[src/rtl/checksum_seq.sv]
// checksum_seq
//   Streaming 16-bit ones-complement (Internet) checksum sequencer. Each 32-bit
//   input word contributes both of its 16-bit halves to a wide accumulator. The
//   carries are deferred and folded end-around once the last word arrives. The
//   complemented result is presented on a valid/ready output.
//
//   Ports
//     clk, rst_n              clock (rising edge), async active-low reset
//     s_valid/s_ready         input word handshake
//     s_data[31:0], s_last    packet word, end-of-packet marker
//     abort                   synchronous flush of the packet in progress
//     cs_valid/cs_ready       result handshake
//     cs_data[15:0], cs_err   checksum (0 on error), oversize-packet flag
//     busy                    sequencer not idle
module checksum_seq #(
  parameter int MAX_WORDS = 375,
  parameter int ACC_W     = 32,
  parameter int CNT_W     = 16
) (
  input  logic        clk,
  input  logic        rst_n,
  input  logic        s_valid,
  output logic        s_ready,
  input  logic [31:0] s_data,
  input  logic        s_last,
  input  logic        abort,
  output logic        cs_valid,
  input  logic        cs_ready,
  output logic [15:0] cs_data,
  output logic        cs_err,
  output logic        busy
);

  typedef enum logic [2:0] {IDLE, ACCUM, DRAIN, FOLD, DONE} state_t;

  state_t             state;
  logic [ACC_W-1:0]   acc;
  logic [CNT_W-1:0]   cnt;
  logic [ACC_W-1:0]   word_sum;
  logic [ACC_W-1:0]   fold_sum;
  logic [CNT_W-1:0]   cnt_nxt;
  logic               xfer;

  // Ready is a pure state decode. abort also masks it, so a word presented
  // together with abort is never seen as consumed by the upstream.
  assign s_ready  = ((state == IDLE) || (state == ACCUM) || (state == DRAIN)) && !abort;
  assign busy     = (state != IDLE);
  assign xfer     = s_valid && s_ready;

  assign word_sum = ACC_W'(s_data[31:16]) + ACC_W'(s_data[15:0]);
  // End-around carry: the bits above 16 are added back into the low half.
  assign fold_sum = ACC_W'(acc[ACC_W-1:16]) + ACC_W'(acc[15:0]);
  assign cnt_nxt  = cnt + CNT_W'(1);

  always_ff @(posedge clk or negedge rst_n) begin
    if (!rst_n) begin
      state    <= IDLE;
      acc      <= '0;
      cnt      <= '0;
      cs_valid <= 1'b0;
      cs_data  <= '0;
      cs_err   <= 1'b0;
    end else if (abort) begin
      state    <= IDLE;
      acc      <= '0;
      cnt      <= '0;
      cs_valid <= 1'b0;
    end else begin
      case (state)
        IDLE: if (xfer) begin
          acc   <= word_sum;
          cnt   <= CNT_W'(1);
          state <= s_last ? FOLD : ACCUM;
        end
        ACCUM: if (xfer) begin
          acc <= acc + word_sum;
          cnt <= cnt_nxt;
          if (s_last)                              state <= FOLD;
          // A word carrying s_last at exactly MAX_WORDS is still a legal packet.
          else if (cnt_nxt == CNT_W'(MAX_WORDS))   state <= DRAIN;
        end
        DRAIN: if (xfer && s_last) begin
          cs_data  <= '0;
          cs_err   <= 1'b1;
          cs_valid <= 1'b1;
          state    <= DONE;
        end
        FOLD: begin
          if (acc[ACC_W-1:16] == '0) begin
            cs_data  <= ~acc[15:0];
            cs_err   <= 1'b0;
            cs_valid <= 1'b1;
            state    <= DONE;
          end else begin
            acc <= fold_sum;
          end
        end
        DONE: if (cs_ready) begin
          cs_valid <= 1'b0;
          state    <= IDLE;
        end
        default: state <= IDLE;
      endcase
    end
  end

endmodule
[config.mk]
export PLATFORM = sky130hd
export DESIGN_NAME = checksum_seq
export DESIGN_NICKNAME = d
export VERILOG_FILES = /design/src/rtl/checksum_seq.sv
export SDC_FILE = /design/constraint.sdc
export NUM_CORES = 1
export LEC_CHECK = 0
export CORE_MARGIN = 4
export CORE_UTILIZATION = 63
export CTS_CLUSTER_SIZE = 20
export DETAILED_ROUTE_END_ITERATION = 10
export MAX_ROUTING_LAYER = met4
export PLACE_DENSITY = 0.87
export SLEW_MARGIN = 5
export SYNTH_ARGS = -nofsm -noshare
export SYNTH_HDL_FRONTEND = slang
export SYNTH_SLANG_ARGS = --single-unit
export TNS_END_PERCENT = 100
[constraint.sdc]
create_clock -name clk -period 5.5 [get_ports clk]
set_clock_uncertainty 0.1 [all_clocks]
set_input_delay 1.375 -clock clk [delete_from_list [all_inputs] [get_ports clk]]
set_output_delay 1.375 -clock clk [all_outputs]
set_load 0.05 [all_outputs]
Word-level counts from Yosys, hierarchy flattened. Cells that the tools add are included.

Register bits after elaboration: 69. Input port bits: 38.

Add/subtract/negate cells: 4. Eq/ne operators: 14. Mux-type cells: 29. Bitwise operators: 2. Reductions and logical operators: 18.

Operators with widths (number): 2-to-1 mux 32 bit (4); one-hot mux 32 bit (3 select lines) (1); 2-to-1 mux 16 bit (5); one-hot mux 16 bit (2 select lines) (2); adder 16 x 16 -> 17 bit (2); adder 32 x 17 -> 32 bit (1); 2-to-1 mux 3 bit (8); adder 16 x 1 -> 16 bit, second input constant (1); equality test 16 x 9 -> 1 bit, second input constant (1); logical NOT 16 bit (1); NOT 16 bit (1); inequality test 3 bit, second input constant (5); one-hot mux 3 bit (5 select lines) (1); AND reduction 4 bit (3); nonzero test 4 bit (2); equality test 3 x 2 -> 1 bit, second input constant (2); AND reduction 6 bit (1); nonzero test 3 bit (2); 2-to-1 mux 1 bit (5); inequality test 4 x 3 -> 1 bit, second input constant (1); equality test 3 x 1 -> 1 bit, second input constant (1); equality test 3 bit, second input constant (1); logical AND 1 bit (3); logical NOT 3 bit (1); 11 further kinds (12).

Longest topological paths before layout. Gate-level depths: netlist of the first run.

Depth after elaboration: 9. Gate-level depth with buffers: 18. Mapped depth without buffers: 18.

Worst setup path after synthesis of the first run. OpenSTA, ideal clock, no wires.

Kind: input port to flip-flop. Start: in s_data[0]. End: reg acc[26]. Data arrival time: 4512 ps. Path slack: 810 ps. Stages: 18. Path buffers: 0. Cell sequence: ha_1 -> inv_1 -> fa_1 -> nor2b_1 -> o31a_1 -> o211ai_1 -> a21oi_1 -> a41oi_1 -> nor2b_1 -> xnor2_1 -> ha_1 -> nand2_1 -> o21ai_0 -> a21o_1 -> a31o_4 -> a21oi_4 -> or4_1 -> a21oi_1.

Cells in the longest elaborated chain, start to end: 5.

RTL lines: start, declared (RTL line 24) `input logic [31:0] s_data,`; adder 16 x 16 -> 17 bit (RTL line 50) `assign word_sum = ACC_W'(s_data[31:16]) + ACC_W'(s_data[15:0]);`; adder 32 x 17 -> 32 bit (RTL line 76) `acc <= acc + word_sum;`; 2-to-1 mux 32 bit (RTL line 75) `ACCUM: if (xfer) begin`; one-hot mux 32 bit (3 select lines) (RTL line 69) `case (state)`; 2-to-1 mux 32 bit (RTL line 63) `end else if (abort) begin`; end signal, assigned (RTL line 71) `acc <= word_sum;`; end signal, assigned (RTL line 76); end signal, assigned (RTL line 95) `acc <= fold_sum;`; end, declared (RTL line 37) `logic [ACC_W-1:0] acc;`.

No other way between the ends. The select of a mux whose other input is x is not followed. A chain may end at the register's enable or synchronous reset.

Worst setup path after layout of the first run.
Start: in s_data[0]. End: reg acc[22].

Same word-level chain as after synthesis.

==> impl_results.md, run 1 <==
- Status: complete, no violations
- Routed vias/inst: 6.61
- Share of cells above drive strength 1: roughly 6%
- Hold-fix buffers, CTS: 0
- Worst path cell trace: clkdlybuf4s50_1 -> ha_1 -> inv_1 -> fa_1 -> nor2b_1 -> o31a_1 -> o211ai_1 -> a21oi_1 -> a41oi_1 -> nor2b_1 -> xnor2_1 -> ha_1 -> nand2_1 -> o21ai_0 -> a21o_1 -> a31o_4 -> a21oi_4 -> or4_1 -> a21oi_1
- Antenna cells: 0
- Multi-input logic area: 4050 µm²
- Family with the most delay on the worst path: compound AO/OA/AOI/OAI gates
- Peak VDD IR: 0.179 mV
- CTS H-tree lvls: 3
- Gr ovfl total: 0
- CP Data Arrival Time: 5.40 ns
- Crit path kind: input port to flop
- CP max stage delay: approximately 0.52 ns
- Pin count of the biggest net entering global routing: 37
- Hpwl dp: between 10 and 15 mm
- Synth area leader: dfrtp_1
- PD cells: between 300 and 400 nW/µm²
- Routed via count: between 5,000 and 6,000
- Post-synth EDFFs: 0
- Leak: a little over 3 nW
- Post-synthesis sequential area ratio: between 20 and 30%
- FFs w/ async S/R, synth: 100%
- Post-synthesis adder-cell area fraction: 12.0%
- Max cap viols: 0
- RSZ-0062 raised after global routing: yes
- RD Place Congestion: roughly 1
- Critical Path End: acc[22]
- Crit path depth: 19
- Initial antenna violation count: 0
- Initial Utilization: about 64%
- Most used DFF post-synth: dfrtp_1
- Iter 0 DRT Violations: roughly 470
- Die Height: approximately 110 µm
- Number of distinct library cells after synthesis: 73
- Top-count cell post-synth: nand2_1
- Commonest cells post-synth: 84 x nand2_1, 76 x o21ai_0, 69 x dfrtp_1
- Synth Instances: between 700 and 800
- Simple-gate area share of the yosys netlist: between 20 and 25%
- Total negative slack: 0 ns
- Top cells by area, synth: dfrtp_1 29%, ha_1 11%, o21ai_0 6.4%, nand2_1 5.3%, a21oi_1 4.1%
- Register-to-register path setup slack: around 1.6 ns
- Worst min path class: flop to flop
- Wire length per cell: 18.5 µm
- CP endpoint kind: flop
- CP startpoint: s_data[0]
- Post-synthesis xor/xnor area fraction: between 6 and 7%
- Clock transition at path regs: 0.07 ns
- Tmin final: between 5 and 6 ns
- Mapped Area: a little under 6000 µm²
- Detailed-route DRC error count: 0
- ANT nets after route: 0
- Yosys Warn Count: 0
- Final #Nets: 853
- Core footprint: 9200 µm²
- Area fraction in compound gates after synthesis: between 20% and 30%
- DRT Pass-1 Iters: 5
- CTS root buffer: clkbuf_8
- Largest family of logic cells by synthesized area: compound AO/OA/AOI/OAI gates
- Port Buffer Count: 57
- CTS Sinks: 69
- Vias in the first global route: ~5,600
- Mux contribution to synthesized area: 2.05%
- CP Max Fanout: 10
- Post-synthesis net count: about 800
- Die width: ~110 µm
- CTS Buffer Depth: 2
- Worst-skew pair later-pin latency: 0.36 ns
- Share of the synthesized area in the top cell type: between 20% and 30%
- Slew headroom: 29.3%
- CTS buffer count: 9
- GRT Total Usage: 30.9%
- Worst R2R Start: state[1]
- Buf+Inv Stages, Crit Path: 2
- Area Overhead vs Synth: 14.6%
- CP max stage cell: or4_1
- Worst Tran Pin Value: ~1.1 ns
- CTS tree: done
- Final Max Tran Viols: 0
- Reg area: about 1700 µm²
- Hold Crit Depth: 2
- Final hold violations: 0
- # fillers: a little over 700
- Worst r2r dst: acc[31]
- First-pass GRT wire length: approximately 27 mm
- F_max: roughly 190 MHz
- Worst setup SP type: input port
- Avg Cell Area, Syn: 8.35 µm²
- Req. time, crit path: ~5.7 ns
- Final Setup Violations: 0
- Final worst-path cycle share: between 90% and 100%
- Final Power: between 0.002 and 0.003 W
- FF+latch count, synth: 69
- Worst r2r path cells: 8
- DIE AREA: 11,000 µm²
- Final WL: around 16 mm
- I/O pins: just under 60
- Rows: 35
[through the flow]
stage	worst slack, ns	instance area (µm²)	util [%]	hold WS [ns]	cells
floorplan	0.810	5930	-	0.381	710
global placement	0.122	6570	71.5	0.362	860
detailed placement	-0.0398	6570	71.5	0.370	860
CTS	0.291	6790	73.8	0.386	876
global route	-0.00277	6790	73.9	0.419	876
finish	0.271	6790	73.9	0.382	876
[sequential cells by signal (all words and copies together), names as in the netlist]
signal / count
cnt: 16
cs_valid: 1
cs_data: 16
state: 3
acc: 32
cs_err: 1
[layout make-up]
| type | instances | area share, % |
|---|---|---|
| Timing Repair Buffer | 62 | 8.88 |
| Multi-Input combinational cell | 603 | 59.7 |
| Clock buffer | 10 | 1.88 |
| Inverter | 15 | 0.829 |
| Sequential cell | 69 | 25.4 |
| Tap cell | 111 | 2.04 |
| Clock inverter | 6 | 1.29 |
[worst min-delay path: stages, from the launching register on]
cell and delay [ns]:
dfrtp_1 0.35, nand2_1 0.05, o21ai_0 0.06
[how the worst min path moves through the flow]
stage	startpoint	end	slack, ns
after floorplan	cnt[11]	cnt[11]	0.38
after global placement	cs_data[14]	cs_data[14]	0.36
after detailed placement	cs_data[5]	cs_data[5]	0.37
after CTS	cs_data[5]	cs_data[5]	0.39
after global routing	cs_err	cs_err	0.42
final	cs_data[5]	cs_data[5]	0.38
[layout by cell type (no fill, tap or decap), types with 5 or more instances in the layout]
| cell type | count |
|---|---|
| ha_1 | 52 |
| clkbuf_8 | 9 |
| nand2b_1 | 14 |
| clkdlybuf4s50_1 | 56 |
| nand3_1 | 17 |
| o31ai_1 | 17 |
| a21oi_1 | 49 |
| or2_2 | 5 |
| xnor2_1 | 25 |
| or3_1 | 7 |
| nor3_1 | 18 |
| xor2_1 | 19 |
| or4_1 | 5 |
| a21o_1 | 8 |
| dfrtp_1 | 69 |
| and3_1 | 13 |
| nor2b_1 | 10 |
| a31oi_1 | 10 |
| nand2_1 | 84 |
| nor4_1 | 7 |
| o21a_1 | 11 |
| mux2i_1 | 11 |
| o21ai_0 | 76 |
| and2_1 | 9 |
| nor2_1 | 50 |
| o211ai_2 | 5 |
| buf_4 | 5 |
| inv_1 | 15 |
[kinds of logic after synthesis]
group           Yosys count
compound gates          236
buf+inv                  38
xor+xnor                 44
fa+ha+maj                55
simple gates            256
mux                      12
flops                    69
[power breakdown]
| group | switching (W) | leakage [nW] | internal, W |
|---|---|---|---|
| Sequential | 0.000116 | 0.930 | 0.000605 |
| Combinational | 0.000831 | 2.01 | 0.000522 |
| Clock | 0.000214 | 0.110 | 0.000256 |
[routing by layer]
metal / global-route usage, % / vias up / routed length (µm)
met5: - / - / 0
met4: 12.3 / 0 / 408
met3: 5.87 / 29 / 1430
met2: 49.4 / 289 / 7610
met1: 38.8 / 2746 / 6730
li1: - / 2728 / -
[what timing repair did]
action                                  in CTS  in global routing
hold endpoints to repair                     0                  0
endpoints found under the setup margin       0                  2
gates resized for setup                      0                  1
buffers inserted                             0                  0
No activity file was read; power rests on OpenSTA's default activity.
==> run 2: changes to the inputs <==
- CORE_ASPECT_RATIO: default -> 1.25
- CTS_CLUSTER_SIZE: 20 -> default
==> run 2 against run 1 <==
Via count decreased by 0.98%. Global-route usage is 0.30 points higher. Non-clock buffer count up 2. Critical endpoint is now acc[28]. First-iteration DRC count fell by 17%. Critical path type unchanged. Setup slack got worse by 0.10 ns. Final area rose by 1.5%. Total power rose by 4.1%. Largest power group unchanged. Critical path depth did not move. Clock power increased by 19%.
==> impl_results.md, run 2 (synthesis gave the netlist of run 1 again) <==
- Status: complete, no violations
- Final worst-path cycle share: 97.0% (+1.9 points)
- Buf+Inv Stages, Crit Path: 2 (unchanged)
- Total negative slack: 0 ns (unchanged)
- Final WL: 16.1 mm (-0.39%)
- Routed via count: 5,735 (-0.98%)
- CP Max Fanout: 10 (unchanged)
- Leak: 3.10 nW (+1.4%)
- Initial Utilization: 64.6% (+0.16 points)
- RD Place Congestion: 0.976 (-2.5%)
- Hpwl dp: 12.4 mm (+0.71%)
- CTS buffer count: 9 (unchanged)
- Vias in the first global route: 5,480 (-1.3%)
- GRT Total Usage: 31.2% (+0.30 points)
- Worst min path class: flop to flop
- I/O pins: 58 (unchanged)
- Most common cell after layout, fill and taps aside: nand2_1
- Peak VDD IR: 0.183 mV (+2.5%)
- Final Power: 0.00265 W (+4.1%)
- Die width: 94.8 µm (-9.8%)
- CTS root buffer: clkbuf_16
- Commonest non-fill, non-tap cells in the layout: 84 x nand2_1, 76 x o21ai_0, 69 x dfrtp_1
- CP Data Arrival Time: 5.50 ns (+0.10 ns)
- Antenna cells: 0 (unchanged)
- Core footprint: 9170 µm² (-0.24%)
- Sequential power share: 27.5% (-0.9 points)
- CP max stage cell: or4_4
- Hold path startpoint: cs_data[11]
- CP endpoint kind: flop
- Biggest regs: acc (32), cnt (16), cs_data (16)
- Dpl cell area: 6590 µm² (+0.23%)
- Wire length per cell: 18.1 µm (-1.7%)
- Hold-fix buffers, CTS: 0 (unchanged)
- Max cap viols: 0 (unchanged)
- Clock power share: 21.1% (+2.6 points)
- Final #Nets: 855 (+0.23%)
- Port Buffer Count: 57 (unchanged)
- Worst Tran Pin Value: 1.10 ns (+0.0435 ns)
- Worst path cell trace: clkdlybuf4s50_1 -> ha_1 -> inv_1 -> fa_1 -> nor2b_2 -> o31a_1 -> o211ai_1 -> a21oi_2 -> a41oi_1 -> nor2b_1 -> xnor2_1 -> ha_1 -> nand2_1 -> o21ai_0 -> a21o_1 -> a31o_4 -> a21oi_4 -> or4_4 -> a21oi_2
- CP startpoint: s_data[0]
- Post-route cell area: 6900 µm² (+1.5%)
- Iter 0 DRT Violations: 393 (-17%)
- Initial antenna violation count: 0 (unchanged)
- Final hold violations: 0 (unchanged)
- Sw Pwr: 0.00117 W (+0.59%)
- Req. time, crit path: 5.67 ns (about the same)
- Clock transition at path regs: 0.06 ns (about the same)
- Largest register FFs: 32 (unchanged)
- DRT Pass-1 Iters: 5 (unchanged)
- PD cells: 384 nW/µm² (+2.5%)
- Slew headroom: 26.4% (-2.9 points)
- Gr ovfl total: 0 (unchanged)
- Detailed-route DRC error count: 0 (unchanged)
- Family with the most delay on the worst path: compound AO/OA/AOI/OAI gates
- Final Setup Violations: 0 (unchanged)
- Routed vias/inst: 6.46 (-2.3%)
- Worst-skew pair later-pin latency: 0.34 ns (-0.02 ns)
- Share of cells above drive strength 1: 6.67% (+0.52 points)
- Pint: 0.00148 W (+7.0%)
- CTS Buffer Depth: 2 (unchanged)
- Final Max Tran Viols: 0 (unchanged)
- Rows: 39 (+11%)
- CTS H-tree lvls: 3 (unchanged)
- DIE AREA: 11,000 µm² (about the same)
- Pin count of the biggest net entering global routing: 39 (+5.4%)
- Area Overhead vs Synth: 16.3%
- First-pass GRT wire length: 26.3 mm (-2.5%)
- Crit path kind: input port to flop
- Worst setup SP type: input port
- Combinational Power Share: 51.4% (-1.8 points)
- CP max stage delay: 0.53 ns (about the same)
- Tmin final: 5.33 ns (+0.104 ns)
- F_max: 188 MHz (-1.9%)
- Largest Register: acc
- CTS Sinks: 69 (unchanged)
- Worst R2R Start: state[1]
- ANT nets after route: 0 (unchanged)
- Switching portion of total power: 44.1% (-1.5 points)
- Die Height: 116 µm (+11%)
- CTS tree: done
==> run 2: cell count changes in the layout (fill, tap and decap cells not counted), moves of 2 or more <==
| cell | previous run | this run |
|---|---|---|
| a21oi_1 | 49 | 47 |
| a21oi_2 | 0 | 2 |
| buf_4 | 5 | 7 |
| clkbuf_16 | 0 | 9 |
| clkbuf_8 | 9 | 0 |
==> run 2: layout make-up <==
| class | instances | area (µm²) |
|---|---|---|
| clock buffers | 9 | 225 |
| well taps | 123 | 154 |
| repair buffers | 64 | 618 |
| fillers | 728 | 2280 |
| inverters | 15 | 56.3 |
| flip-flops and latches | 69 | 1730 |
| clock inverters | 5 | 53.8 |
| multi-input cells | 603 | 4060 |
==> run 2: path summary, 6_finish.rpt <==
check | to | slack [ns] | depth (start not counted)
worst min register to register | cs_data[11] | 0.38 | 2
worst max register to register | cnt[13] | 1.40 | 9
worst max-delay path | acc[28] | 0.17 | 19
worst min-delay path | cs_data[11] | 0.38 | 2
max in group asynchronous | state[1] | 3.34 | 2
min in group asynchronous | cs_data[5] | 1.03 | 1
==> run 2: worst reg2reg max path, cell delays in order (launching register included) <==
cell and delay (ns):
dfrtp_1 0.88, nor2_1 0.27, a21oi_1 0.93, o21a_1 0.64, buf_4 0.33, nor2_4 0.10, nand2_2 0.29, nor2_1 0.10
o21ai_0 0.19, o21ai_0 0.14
==> run 2: per-layer routing <==
| layer | routed length [µm] | track usage [%] | share of wire [%] | up-vias |
|---|---|---|---|---|
| met1 | 6580 | 37.2 | 41 | 2735 |
| met3 | 957 | 5.35 | 5.9 | 47 |
| met5 | 0 | - | 0 | - |
| met2 | 8110 | 52.4 | 50 | 218 |
| met4 | 467 | 12.5 | 2.9 | 0 |
| li1 | - | - | - | 2735 |
==> run 2: metrics by stage <==
stage               hold slack (ns)  util [%]  cells  worst slack, ns
floorplan                     0.381         -    710            0.810
global placement              0.362      71.8    872           0.0109
detailed placement            0.369      71.8    872           -0.188
CTS                           0.380      74.9    886            0.148
global route                  0.408      75.2    888          -0.0203
finish                        0.378      75.2    888            0.168
==> run 2: power groups by stage <==
stage          combinational [W]  sequential (W)  clock, W
6_report                 0.00136        0.000728  0.000559
5_1_grt                  0.00148        0.000738  0.000580
4_1_cts                  0.00133        0.000723  0.000560
3_5_place_dp             0.00133        0.000733         0
3_3_place_gp             0.00128        0.000726         0
2_1_floorplan           0.000800        0.000873         0
==> run 2: what timing repair did <==
item	in CTS	in global routing
buffers inserted	0	2
resized for setup	0	4
endpoints found under the setup margin	0	5
